<file path="config.mk">
export PLATFORM = sky130hd
export DESIGN_NAME = shunt_fringe_if_flat
export DESIGN_NICKNAME = d
export VERILOG_FILES = /design/src/rtl/shunt_fringe_pkg.sv /design/src/rtl/shunt_fringe_if_if.sv /design/src/rtl/shunt_fringe_lut.sv /design/src/rtl/shunt_fringe_if.sv /design/src/flat_wrapper.sv
export SDC_FILE = /design/constraint.sdc
export NUM_CORES = 1
export LEC_CHECK = 0
export ABC_AREA = 0
export CORE_MARGIN = 10
export CORE_UTILIZATION = 45
export DETAILED_ROUTE_END_ITERATION = 6
export PLACE_DENSITY = 0.69
export SETUP_SLACK_MARGIN = 0.05
export SKIP_CTS_REPAIR_TIMING = 1
export SYNTH_ARGS = -nofsm -noshare
export SYNTH_HDL_FRONTEND = slang
export SYNTH_SLANG_ARGS = --single-unit
</file>
<file path="constraint.sdc">
create_clock -name clk_i -period 6.8 [get_ports clk_i]
set_input_delay 1.36 -clock clk_i [delete_from_list [all_inputs] [get_ports clk_i]]
set_output_delay 1.36 -clock clk_i [all_outputs]
set_load 0.05 [all_outputs]
</file>
<file path="src/rtl/shunt_fringe_pkg.sv">
// -----------------------------------------------------------------------------
// shunt_fringe_pkg
// Shared types and default widths for the shunt_fringe_if mailbox hub.
//   - reg_state_e : registration FSM states (UNREG -> WAIT -> REG)
//   - sig_entry_t : one signal-database entry {id, data_valid, ovf, payload}
//   - idx_w()     : index width for an N-entry table (never below 1 bit)
// Optional feature macro used by the hub: SHUNT_FRINGE_WATCHDOG_EN.
// -----------------------------------------------------------------------------
package shunt_fringe_pkg;

  localparam int DEF_NUM_SIG    = 4;
  localparam int DATA_W         = 9;     // {valid, data[7:0]} vectors
  localparam int ID_W           = 16;
  localparam int DEF_SIMID_W    = 8;
  localparam int DEF_TIME_W     = 32;
  localparam int DEF_REG_LAT    = 4;
  localparam int DEF_WDOG_LIMIT = 10000;

  typedef enum logic [1:0] {
    UNREG = 2'd0,
    WAIT  = 2'd1,
    REG   = 2'd2
  } reg_state_e;

  // Payload and ID widths are fixed by this struct, so they are package
  // constants rather than per-instance parameters.
  typedef struct packed {
    logic [ID_W-1:0]   id;
    logic              data_valid;
    logic              ovf;
    logic [DATA_W-1:0] payload;
  } sig_entry_t;

  function automatic int idx_w(input int n);
    return (n > 1) ? $clog2(n) : 1;
  endfunction

endpackage

</file>
<file path="src/rtl/shunt_fringe_if_if.sv">
// -----------------------------------------------------------------------------
// shunt_fringe_if_if
// Bus between the local agent (master) and the mailbox hub (slave).
//   cfg_*    : ID-table write port
//   lookup_* : combinational ID -> index resolution
//   put_*    : deposit strobe, index, payload
//   get_*    : consume strobe, index; get_valid/get_miss/get_data one cycle later
//   data_valid_o / ovf_o : per-entry status flags
//   err_o    : one-cycle pulse on an illegal put/get
// Handshake: put_i/get_i are single-cycle strobes with no back-pressure; the
// hub accepts every strobe on the clock edge it is seen, and every get
// produces exactly one of get_valid_o, get_miss_o or err_o on the next cycle.
// -----------------------------------------------------------------------------
interface shunt_fringe_if_if
  import shunt_fringe_pkg::*;
#(
  parameter int NUM_SIG = DEF_NUM_SIG
) ();

  localparam int IDX_W = idx_w(NUM_SIG);

  logic               cfg_we_i;
  logic [IDX_W-1:0]   cfg_idx_i;
  logic [ID_W-1:0]    cfg_id_i;
  logic [ID_W-1:0]    lookup_id_i;
  logic [IDX_W-1:0]   lookup_idx_o;
  logic               lookup_hit_o;
  logic               put_i;
  logic [IDX_W-1:0]   put_idx_i;
  logic [DATA_W-1:0]  put_data_i;
  logic               get_i;
  logic [IDX_W-1:0]   get_idx_i;
  logic               get_valid_o;
  logic               get_miss_o;
  logic [DATA_W-1:0]  get_data_o;
  logic [NUM_SIG-1:0] data_valid_o;
  logic [NUM_SIG-1:0] ovf_o;
  logic               err_o;

  modport master (
    output cfg_we_i, cfg_idx_i, cfg_id_i, lookup_id_i,
    output put_i, put_idx_i, put_data_i, get_i, get_idx_i,
    input  lookup_idx_o, lookup_hit_o, get_valid_o, get_miss_o, get_data_o,
    input  data_valid_o, ovf_o, err_o
  );

  modport slave (
    input  cfg_we_i, cfg_idx_i, cfg_id_i, lookup_id_i,
    input  put_i, put_idx_i, put_data_i, get_i, get_idx_i,
    output lookup_idx_o, lookup_hit_o, get_valid_o, get_miss_o, get_data_o,
    output data_valid_o, ovf_o, err_o
  );

endinterface

</file>
<file path="src/rtl/shunt_fringe_lut.sv">
// -----------------------------------------------------------------------------
// shunt_fringe_lut
// Combinational priority match of lookup_id_i against the ID table.
//   ids_i       : ID of every entry, entry 0 in the low slot
//   lookup_id_i : ID to resolve
//   idx_o       : lowest matching entry index (0 on miss)
//   hit_o       : at least one entry matched
// -----------------------------------------------------------------------------
module shunt_fringe_lut
  import shunt_fringe_pkg::*;
#(
  parameter int NUM_SIG = DEF_NUM_SIG,
  parameter int IDX_W   = idx_w(NUM_SIG)
) (
  input  logic [NUM_SIG-1:0][ID_W-1:0] ids_i,
  input  logic [ID_W-1:0]              lookup_id_i,
  output logic [IDX_W-1:0]             idx_o,
  output logic                         hit_o
);

  // Scan from the top down so the last assignment is the lowest match.
  always_comb begin
    hit_o = 1'b0;
    idx_o = '0;
    for (int i = NUM_SIG - 1; i >= 0; i--) begin
      if (ids_i[i] == lookup_id_i) begin
        hit_o = 1'b1;
        idx_o = IDX_W'(i);
      end
    end
  end

endmodule

</file>
<file path="src/rtl/shunt_fringe_if.sv">
// -----------------------------------------------------------------------------
// shunt_fringe_if
// Co-simulation fringe mailbox hub: NUM_SIG-entry signal database with
// put/get by index, static ID table with priority lookup, one-shot agent
// registration and a free-running time counter.
// Ports:
//   clk_i, rst_i   : clock, asynchronous active-high reset
//   reg_req_i      : registration request, simid_i sampled with it
//   reg_ack_o      : one-cycle pulse when registration completes
//   registered_o   : sticky registered flag
//   simid_o        : latched simulation ID
//   time_o         : cycles since reset, wraps
//   reg_state_o    : registration FSM state (debug)
//   wdog_o         : sticky miss watchdog (only with SHUNT_FRINGE_WATCHDOG_EN)
//   bus            : shunt_fringe_if_if.slave (cfg/lookup/put/get/status)
// Optional feature macro: SHUNT_FRINGE_WATCHDOG_EN. When defined, a run of
// WDOG_LIMIT consecutive get misses sets wdog_o and blocks further gets.
// -----------------------------------------------------------------------------
module shunt_fringe_if
  import shunt_fringe_pkg::*;
#(
  parameter int NUM_SIG = DEF_NUM_SIG,
  parameter int SIMID_W = DEF_SIMID_W,
  parameter int TIME_W  = DEF_TIME_W,
  parameter int REG_LAT = DEF_REG_LAT
`ifdef SHUNT_FRINGE_WATCHDOG_EN
  , parameter int WDOG_LIMIT = DEF_WDOG_LIMIT
`endif
) (
  input  logic               clk_i,
  input  logic               rst_i,
  input  logic               reg_req_i,
  input  logic [SIMID_W-1:0] simid_i,
  output logic               reg_ack_o,
  output logic               registered_o,
  output logic [SIMID_W-1:0] simid_o,
  output logic [TIME_W-1:0]  time_o,
  output reg_state_e         reg_state_o,
`ifdef SHUNT_FRINGE_WATCHDOG_EN
  output logic               wdog_o,
`endif
  shunt_fringe_if_if.slave   bus
);

  localparam int IDX_W = idx_w(NUM_SIG);
  localparam int LAT_W = $clog2(REG_LAT + 2);

  // ---------------------------------------------------------------------------
  // Time counter
  // ---------------------------------------------------------------------------
  logic [TIME_W-1:0] time_q, time_d;

  always_comb time_d = time_q + 1'b1;

  always_ff @(posedge clk_i or posedge rst_i) begin
    if (rst_i) time_q <= '0;
    else       time_q <= time_d;
  end

  assign time_o = time_q;

  // ---------------------------------------------------------------------------
  // Registration FSM
  // ---------------------------------------------------------------------------
  reg_state_e         state_q, state_d;
  logic [LAT_W-1:0]   cnt_q, cnt_d;
  logic               ack_q, ack_d;
  logic               registered_q, registered_d;
  logic [SIMID_W-1:0] simid_q, simid_d;

  always_comb begin
    state_d      = state_q;
    cnt_d        = cnt_q;
    ack_d        = 1'b0;
    registered_d = registered_q;
    simid_d      = simid_q;
    case (state_q)
      UNREG: begin
        if (reg_req_i) begin
          simid_d = simid_i;
          cnt_d   = LAT_W'(REG_LAT);
          state_d = WAIT;
        end
      end
      WAIT: begin
        // Ack lands on the edge where the count would reach zero, which puts
        // it exactly REG_LAT cycles after the request edge.
        if (cnt_q <= LAT_W'(1)) begin
          cnt_d        = '0;
          ack_d        = 1'b1;
          registered_d = 1'b1;
          state_d      = REG;
        end else begin
          cnt_d = cnt_q - 1'b1;
        end
      end
      default: ;  // REG is terminal until reset
    endcase
  end

  always_ff @(posedge clk_i or posedge rst_i) begin
    if (rst_i) begin
      state_q      <= UNREG;
      cnt_q        <= '0;
      ack_q        <= 1'b0;
      registered_q <= 1'b0;
      simid_q      <= '0;
    end else begin
      state_q      <= state_d;
      cnt_q        <= cnt_d;
      ack_q        <= ack_d;
      registered_q <= registered_d;
      simid_q      <= simid_d;
    end
  end

  assign reg_ack_o    = ack_q;
  assign registered_o = registered_q;
  assign simid_o      = simid_q;
  assign reg_state_o  = state_q;

  // ---------------------------------------------------------------------------
  // Signal database
  // ---------------------------------------------------------------------------
  sig_entry_t        db_q [NUM_SIG];
  sig_entry_t        db_d [NUM_SIG];
  logic              get_valid_q, get_valid_d;
  logic              get_miss_q, get_miss_d;
  logic [DATA_W-1:0] get_data_q, get_data_d;
  logic              err_q, err_d;
  logic              put_ok, get_ok, same_idx, gets_blocked;

`ifdef SHUNT_FRINGE_WATCHDOG_EN
  localparam int WD_W = $clog2(WDOG_LIMIT + 1);
  logic [WD_W-1:0] miss_cnt_q, miss_cnt_d;
  logic            wdog_q, wdog_d;

  assign gets_blocked = wdog_q;
`else
  assign gets_blocked = 1'b0;
`endif

  always_comb begin
    put_ok   = bus.put_i && registered_q && (int'(bus.put_idx_i) < NUM_SIG);
    get_ok   = bus.get_i && registered_q && (int'(bus.get_idx_i) < NUM_SIG)
               && !gets_blocked;
    same_idx = put_ok && get_ok && (bus.put_idx_i == bus.get_idx_i);

    for (int i = 0; i < NUM_SIG; i++) db_d[i] = db_q[i];
    get_valid_d = 1'b0;
    get_miss_d  = 1'b0;
    get_data_d  = get_data_q;
    err_d       = (bus.put_i && !put_ok) || (bus.get_i && !get_ok);

    // Get reads the pre-cycle entry; a same-entry put below then overrides
    // the cleared flag, so the put always wins the final state.
    if (get_ok) begin
      if (db_q[bus.get_idx_i].data_valid) begin
        get_valid_d                        = 1'b1;
        get_data_d                         = db_q[bus.get_idx_i].payload;
        db_d[bus.get_idx_i].data_valid     = 1'b0;
      end else begin
        get_miss_d = 1'b1;
      end
    end

    if (put_ok) begin
      // A same-cycle get drains the old value, so nothing is lost.
      if (db_q[bus.put_idx_i].data_valid && !same_idx)
        db_d[bus.put_idx_i].ovf = 1'b1;
      db_d[bus.put_idx_i].payload    = bus.put_data_i;
      db_d[bus.put_idx_i].data_valid = 1'b1;
    end

    // The ID table is static configuration and is writable before registration.
    if (bus.cfg_we_i && (int'(bus.cfg_idx_i) < NUM_SIG))
      db_d[bus.cfg_idx_i].id = bus.cfg_id_i;
  end

  always_ff @(posedge clk_i or posedge rst_i) begin
    if (rst_i) begin
      for (int i = 0; i < NUM_SIG; i++) db_q[i] <= '0;
      get_valid_q <= 1'b0;
      get_miss_q  <= 1'b0;
      get_data_q  <= '0;
      err_q       <= 1'b0;
    end else begin
      for (int i = 0; i < NUM_SIG; i++) db_q[i] <= db_d[i];
      get_valid_q <= get_valid_d;
      get_miss_q  <= get_miss_d;
      get_data_q  <= get_data_d;
      err_q       <= err_d;
    end
  end

`ifdef SHUNT_FRINGE_WATCHDOG_EN
  always_comb begin
    miss_cnt_d = miss_cnt_q;
    if (get_valid_d)
      miss_cnt_d = '0;
    else if (get_miss_d && (miss_cnt_q != WD_W'(WDOG_LIMIT)))
      miss_cnt_d = miss_cnt_q + 1'b1;
    wdog_d = wdog_q || (miss_cnt_d == WD_W'(WDOG_LIMIT));
  end

  always_ff @(posedge clk_i or posedge rst_i) begin
    if (rst_i) begin
      miss_cnt_q <= '0;
      wdog_q     <= 1'b0;
    end else begin
      miss_cnt_q <= miss_cnt_d;
      wdog_q     <= wdog_d;
    end
  end

  assign wdog_o = wdog_q;
`endif

  // ---------------------------------------------------------------------------
  // Status flattening and lookup
  // ---------------------------------------------------------------------------
  logic [NUM_SIG-1:0][ID_W-1:0] ids;
  logic [NUM_SIG-1:0]           dv_flat, ovf_flat;
  logic [IDX_W-1:0]             lut_idx;
  logic                         lut_hit;

  always_comb begin
    for (int i = 0; i < NUM_SIG; i++) begin
      ids[i]      = db_q[i].id;
      dv_flat[i]  = db_q[i].data_valid;
      ovf_flat[i] = db_q[i].ovf;
    end
  end

  shunt_fringe_lut #(
    .NUM_SIG (NUM_SIG),
    .IDX_W   (IDX_W)
  ) u_lut (
    .ids_i       (ids),
    .lookup_id_i (bus.lookup_id_i),
    .idx_o       (lut_idx),
    .hit_o       (lut_hit)
  );

  assign bus.lookup_idx_o = lut_idx;
  assign bus.lookup_hit_o = lut_hit;
  assign bus.get_valid_o  = get_valid_q;
  assign bus.get_miss_o   = get_miss_q;
  assign bus.get_data_o   = get_data_q;
  assign bus.data_valid_o = dv_flat;
  assign bus.ovf_o        = ovf_flat;
  assign bus.err_o        = err_q;

endmodule

</file>
<file path="src/flat_wrapper.sv">
// flat-port wrapper written by rule: the top's interface ports become plain ports
module shunt_fringe_if_flat import shunt_fringe_pkg::*;
#(
  parameter int NUM_SIG = DEF_NUM_SIG,
  parameter int SIMID_W = DEF_SIMID_W,
  parameter int TIME_W  = DEF_TIME_W,
  parameter int REG_LAT = DEF_REG_LAT

)
  (clk_i, rst_i, reg_req_i, simid_i, reg_ack_o, registered_o, simid_o, time_o, reg_state_o, bus_cfg_we_i, bus_cfg_idx_i, bus_cfg_id_i, bus_lookup_id_i, bus_put_i, bus_put_idx_i, bus_put_data_i, bus_get_i, bus_get_idx_i, bus_lookup_idx_o, bus_lookup_hit_o, bus_get_valid_o, bus_get_miss_o, bus_get_data_o, bus_data_valid_o, bus_ovf_o, bus_err_o);
  shunt_fringe_if_if #(.NUM_SIG(NUM_SIG)) bus_i ();
  input  logic clk_i;
  input  logic rst_i;
  input  logic reg_req_i;
  input  logic [SIMID_W-1:0] simid_i;
  output logic reg_ack_o;
  output logic registered_o;
  output logic [SIMID_W-1:0] simid_o;
  output logic [TIME_W-1:0] time_o;
  output reg_state_e reg_state_o;
  input wire logic [$bits(bus_i.cfg_we_i)-1:0] bus_cfg_we_i;
  input wire logic [$bits(bus_i.cfg_idx_i)-1:0] bus_cfg_idx_i;
  input wire logic [$bits(bus_i.cfg_id_i)-1:0] bus_cfg_id_i;
  input wire logic [$bits(bus_i.lookup_id_i)-1:0] bus_lookup_id_i;
  input wire logic [$bits(bus_i.put_i)-1:0] bus_put_i;
  input wire logic [$bits(bus_i.put_idx_i)-1:0] bus_put_idx_i;
  input wire logic [$bits(bus_i.put_data_i)-1:0] bus_put_data_i;
  input wire logic [$bits(bus_i.get_i)-1:0] bus_get_i;
  input wire logic [$bits(bus_i.get_idx_i)-1:0] bus_get_idx_i;
  output wire logic [$bits(bus_i.lookup_idx_o)-1:0] bus_lookup_idx_o;
  output wire logic [$bits(bus_i.lookup_hit_o)-1:0] bus_lookup_hit_o;
  output wire logic [$bits(bus_i.get_valid_o)-1:0] bus_get_valid_o;
  output wire logic [$bits(bus_i.get_miss_o)-1:0] bus_get_miss_o;
  output wire logic [$bits(bus_i.get_data_o)-1:0] bus_get_data_o;
  output wire logic [$bits(bus_i.data_valid_o)-1:0] bus_data_valid_o;
  output wire logic [$bits(bus_i.ovf_o)-1:0] bus_ovf_o;
  output wire logic [$bits(bus_i.err_o)-1:0] bus_err_o;
  assign bus_i.cfg_we_i = bus_cfg_we_i;
  assign bus_i.cfg_idx_i = bus_cfg_idx_i;
  assign bus_i.cfg_id_i = bus_cfg_id_i;
  assign bus_i.lookup_id_i = bus_lookup_id_i;
  assign bus_i.put_i = bus_put_i;
  assign bus_i.put_idx_i = bus_put_idx_i;
  assign bus_i.put_data_i = bus_put_data_i;
  assign bus_i.get_i = bus_get_i;
  assign bus_i.get_idx_i = bus_get_idx_i;
  assign bus_lookup_idx_o = bus_i.lookup_idx_o;
  assign bus_lookup_hit_o = bus_i.lookup_hit_o;
  assign bus_get_valid_o = bus_i.get_valid_o;
  assign bus_get_miss_o = bus_i.get_miss_o;
  assign bus_get_data_o = bus_i.get_data_o;
  assign bus_data_valid_o = bus_i.data_valid_o;
  assign bus_ovf_o = bus_i.ovf_o;
  assign bus_err_o = bus_i.err_o;
  shunt_fringe_if #(.NUM_SIG(NUM_SIG), .SIMID_W(SIMID_W), .TIME_W(TIME_W), .REG_LAT(REG_LAT)) u_core (.clk_i(clk_i), .rst_i(rst_i), .reg_req_i(reg_req_i), .simid_i(simid_i), .reg_ack_o(reg_ack_o), .registered_o(registered_o), .simid_o(simid_o), .time_o(time_o), .reg_state_o(reg_state_o), .bus(bus_i));
endmodule
</file>
* Word level (Yosys, flattened, before mapping)
Index checks and enable logic that the tools add are counted.
Word-level totals: logic and storage cells 114, input bits 61, output and inout bits 67, flip-flop bits (word level) 167
Cells by class: order comparisons 7, add/sub/neg operators 2, multiplexer cells 47, eq/ne operators 8, bitwise operators 3, reduce and logical (&&, ||, !) cells 21
Operators with widths (count):
- two-way mux 108 bit | 6
- bitwise mux 108 bit | 5
- demux 27 bit (select 2 bit) | 5
- binary-select mux 27 bit (select 2 bit) | 2
- two-way mux 11 bit | 6
- == test 16 bit | 4
- adder 32 x 1 -> 32 bit (second input constant) | 1
- two-way mux 27 bit | 1
- two-way mux 2 bit | 6
- logical AND 1 bit | 10
- two-way mux 1 bit | 10
- two-way mux 10 bit | 1
- >= comparator 3 bit (second input constant) | 3
- < comparator 3 x 1 -> 1 bit (second input constant) | 3
- two-way mux 9 bit | 1
- NOT 2 -> 3 bit | 3
- AND reduction 2 bit | 4
- two-way mux 3 bit | 2
- case mux 3 bit (2 select lines) | 1
- case mux 2 bit (2 select lines) | 1
- <= comparator 3 x 1 -> 1 bit (second input constant) | 1
- logical NOT 1 bit | 3
- AND reduction 3 bit | 1
- subtractor 3 x 1 -> 3 bit (second input constant) | 1
- other kinds (7) | 7

* Longest topological paths before layout
depth in word-level cells 16, gate-level depth with buffers 6, depth with buffers taken out 6

* Modules after synthesis
Synthesis repeated with hierarchy kept, for this count alone.
Second synthesis, totals: cell total of the unflattened synthesis 556, area total of the unflattened synthesis 7629.8 sq um
By module, submodules not included:
- shunt_fringe_if | cells each 466, instances 1, area an instance 6884.1 sq um, sequential area each 4179.0 sq um
- shunt_fringe_lut | cells each 90, instances 1, area an instance 745.7 sq um, sequential area each 0.0 sq um

* Worst setup path after synthesis
Ideal clock, no wire load.
path kind input to output, from input port bus_lookup_id_i[6], to output port bus_lookup_idx_o[1], buffers on the path 1, path slack 2.163 ns, data required time 5.440 ns, stages on the path 6, arrival time 3.277 ns, path through clkbuf_1 > xnor2_1 > nand4_1 > nor4_1 > nor2b_1 > nor3_1
On the way: word-level cells in the longest chain between the ends 5, elaborated cells between the ends (all ways) 8, those cells by class eq/ne: 4; mux: 4
RTL lines:
- start, declared | line flat_wrapper.sv:24 | input wire logic [$bits(bus_i.lookup_id_i)-1:0] bus_lookup_id_i;
- == test 16 bit | line shunt_fringe_lut.sv:26 | if (ids_i[i] == lookup_id_i) begin
- two-way mux 2 bit (3 in a row) | line shunt_fringe_lut.sv:26
- two-way mux 2 bit * | line shunt_fringe_lut.sv:26
- end, declared | line flat_wrapper.sv:30 | output wire logic [$bits(bus_i.lookup_idx_o)-1:0] bus_lookup_idx_o;
Mark *: on every way between the ends. The rest lies on a longest branch, timed or not.

* Worst setup path after layout
from input port bus_lookup_id_i[14], to output port bus_lookup_idx_o[1]
Same word-level chain as after synthesis.

==> key figures <==
Status
  – Status: finished, final reports clean

Pwr
  – Flop pwr share: between 40% and 50%
  – Pleak: around 4 nW
  – Net load switching power: between 0.8 and 0.9 mW
  – Sw Ratio: ~29%
  – Worst vdd ir: roughly 0.00026 V
  – PwrDens: approximately 290 nW/um^2
  – Clock power share: 34.5%
  – P_int: slightly below 2 mW
  – Comb power frac: between 20% and 30%

Worst setup path
  – R2R setup slack: between 4 and 5 ns
  – Reg-to-reg critical path startpoint: u_core.registered_o
  – R2r endpoint: u_core.db_q[27]
  – Crit-path max FO: 4
  – Critical Path End Type: output port
  – Reg2Reg Depth: 2
  – CP Data Required Time: between 5 and 6 ns
  – Arr. time, crit path: ~4 ns
  – Kind of critical path: input pin to output port
  – CP Launch Type: input pin

Global routing
  – First-pass GRT wire length: approximately 28,000 um
  – GRT Overall Usage: roughly 16%
  – Number of global-route vias before repair: approximately 5,300
  – Initial antenna violation count: 0
  – Final global-route overflow total: 0
  – Largest net degree at the start of global routing: 98

Clock tree
  – CTS tree: done
  – CTS Root Cell: clkbuf_16
  – Clock transition at the registers of the reported paths: roughly 0.060 ns
  – Max clock buf depth: 2
  – TritonCTS Buffers: 17
  – H-tree depth: 4
  – Worst-skew pair later-pin latency: between 0.4 and 0.5 ns
  – Clk sinks: 167

Placement
  – Area post-placement: between 8000 and 9000 sq um
  – Port Buf Inserts: around 130
  – GPL Wtd Cong: approximately 0.83
  – Post-DP HPWL: between 10,000 and 15,000 um

Timing
  – Fmax: between 150 and 200 MHz
  – Hold Fails Final Rpt: 0
  – Min cycle time layout: approximately 5.3 ns
  – Max Slew Vio Count: 0
  – RSZ-0062 raised after global routing: false
  – Final setup violation count: 0
  – Period utilization: a little under 80%
  – Setup Skew: ~0.0091 ns
  – Setup tns final: 0 ns
  – Worst Tran Pin Value: 1.012 ns
  – Slew headroom: about a third

Layout
  – Post-layout net count: 744
  – Antenna cells: 0
  – Share of layout cells above drive strength 1: between 20% and 30%
  – Most frequent cells in the layout: dfrtp_1, clkdlybuf4s50_1, mux2_2
  – Commonest non-fill, non-tap cell in the layout: dfrtp_1
  – Synth-to-layout area growth: 26.91%
  – Final Cell Area: approximately 9600 sq um

Synthesis
  – Total of flip-flops plus latches after synthesis: between 150 and 200
  – Register area share after synthesis: a little under three fifths
  – Cell variety after synth: 36
  – Synthesized Nets: around 620
  – Yosys top cell by area: dfrtp_1
  – Largest cells by area after synthesis: dfrtp_1, mux2_2, xnor2_1
  – Post-Syn Area: 7527 sq um
  – Yosys warnings: 0
  – Syn Inst Count: 557
  – Yosys top cell area share: ~56%
  – Avg Synthesized Cell Area: between 10 and 15 sq um

Die
  – Die area: 22,300 sq um
  – Die height: roughly 150 um
  – Core ar.: roughly 16,000 sq um
  – IO Count: about 130
  – Initial Utilization: about 46%
  – Die X: ~150 um
  – Row cnt: 47

Worst hold path
  – Hold Crit Depth: 1
  – Worst Hold Launch: u_core.time_o[0]
  – Tightest Hold Check Type: flip-flop to flip-flop
  – Min-Delay Endpoint: u_core.time_o[0]

Drt
  – ANT nets after route: 0
  – DR pass1 iterations: 5
  – Vias/cell: about 5.1
  – Routed WL: approximately 17,000 um
  – DRC violations left: 0
  – DR vias: 4,696
  – WL per Instance: approximately 19 um
  – First DRT Iteration DRCs: ~240

Job
  – MaxCap Viol Count: 0
-- cells by family (layout without fill, tap and decap cells) --
group | after synthesis | after routing | share of synthesized area (%)
simple gates | 104 | 104 | 7.962
flops | 167 | 167 | 55.52
buf+inv | 40 | 176 | 2.560
fa+ha+maj | 3 | 3 | 0.4987
compound gates | 19 | 19 | 1.496
xor+xnor | 96 | 96 | 11.17
mux | 128 | 128 | 20.79
-- area by class of cell --
| type | instances | area, sq um |
|---|---|---|
| clock inverter | 13 | 136.4 |
| timing repair buffer | 129 | 1286 |
| tap | 220 | 275.3 |
| sequential | 167 | 4179 |
| fill | 1356 | 6913 |
| clock buffer | 19 | 452.9 |
| multi-input combinational | 350 | 3162 |
| inverter | 15 | 61.31 |
-- power by group through the flow --
| stage | clock network, mW | logic [mW] | registers, mW |
|---|---|---|---|
| after floorplan | 0 | 0.310 | 1.32 |
| after global placement | 0 | 0.569 | 1.24 |
| after detailed placement | 0 | 0.579 | 1.25 |
| after CTS | 0.975 | 0.582 | 1.24 |
| after global routing | 1.02 | 0.612 | 1.25 |
| final | 0.953 | 0.571 | 1.24 |
-- how the worst max path moves through the flow --
| stage | from | endpoint | slack, ns | cells past startpoint |
|---|---|---|---|---|
| floorplan | rst_i | u_core.bus.data_valid_o[0] | 0.92 | 1 |
| global placement | bus_lookup_id_i[14] | bus_lookup_idx_o[1] | 1.49 | 7 |
| detailed placement | bus_lookup_id_i[14] | bus_lookup_idx_o[1] | 1.50 | 7 |
| CTS | bus_lookup_id_i[14] | bus_lookup_idx_o[1] | 1.49 | 7 |
| global route | bus_lookup_id_i[14] | bus_lookup_idx_o[1] | 1.33 | 7 |
| finish | bus_lookup_id_i[14] | bus_lookup_idx_o[1] | 1.50 | 7 |
-- synthesized netlist by cell type --
| master | count |
|---|---|
| o21ai_0 | 9 |
| or2_2 | 3 |
| inv_1 | 15 |
| nor4_1 | 7 |
| xor2_1 | 27 |
| buf_6 | 1 |
| buf_4 | 8 |
| nor2_1 | 19 |
| o31ai_1 | 2 |
| nor3_1 | 3 |
| nor3_2 | 1 |
| nor2b_1 | 1 |
| o21bai_1 | 4 |
| nand4_2 | 1 |
| and4_4 | 1 |
| nand4b_1 | 2 |
| mux2_2 | 117 |
| a21oi_1 | 3 |
| nand2_1 | 21 |
| buf_2 | 4 |
| or3_1 | 3 |
| nand3_2 | 1 |
| and3_1 | 4 |
| nand3b_1 | 2 |
| nor3b_2 | 1 |
| mux4_2 | 11 |
| nand4_1 | 21 |
| ha_1 | 3 |
| o211ai_1 | 1 |
| xnor2_1 | 69 |
| nand3_1 | 9 |
| nor3_4 | 1 |
| clkbuf_1 | 12 |
| nand4bb_4 | 1 |
| nand2b_1 | 2 |
| dfrtp_1 | 167 |
-- through the flow --
stage | cells | util (%) | total power [mW] | setup slack (ns) | hold slack [ns]
2_1_floorplan | 557 | - | 1.633 | 0.9216 | 0.4445
3_3_place_gp | 881 | 54.44 | 1.814 | 1.485 | 0.4536
3_5_place_dp | 881 | 54.44 | 1.833 | 1.500 | 0.4684
4_1_cts | 913 | 58.02 | 2.795 | 1.491 | 0.4831
5_1_grt | 913 | 58.02 | 2.888 | 1.328 | 0.5015
6_report | 913 | 58.02 | 2.760 | 1.503 | 0.4735
-- worst max-delay path, stage by stage --
cell and delay [ns]:
clkdlybuf4s50_1 0.53, xor2_1 0.25, nor4_1 0.42, nand4_1 0.19, nor2b_1 0.18, nor3_1 0.16, clkdlybuf4s50_1 0.84
-- state kept, by name, summed over array words and instances, names as in the netlist, 2 cells and up --
| register | count |
|---|---|
| u_core.bus.data_valid_o | 4 |
| u_core.bus.get_data_o | 9 |
| u_core.bus.ovf_o | 4 |
| u_core.cnt_q | 3 |
| u_core.db_q | 100 |
| u_core.reg_state_o | 2 |
| u_core.simid_o | 8 |
| u_core.time_o | 32 |
-- layer usage --
layer / track usage (%) / share of wire (%) / vias to the layer above
met5: 0 / 0 / -
li1: - / - / 2184
met3: 5.765 / 5.9 / 22
met4: 5.348 / 1.5 / 0
met1: 18.72 / 42 / 2385
met2: 27.27 / 50 / 105
Power figures use the tool's default switching activity.
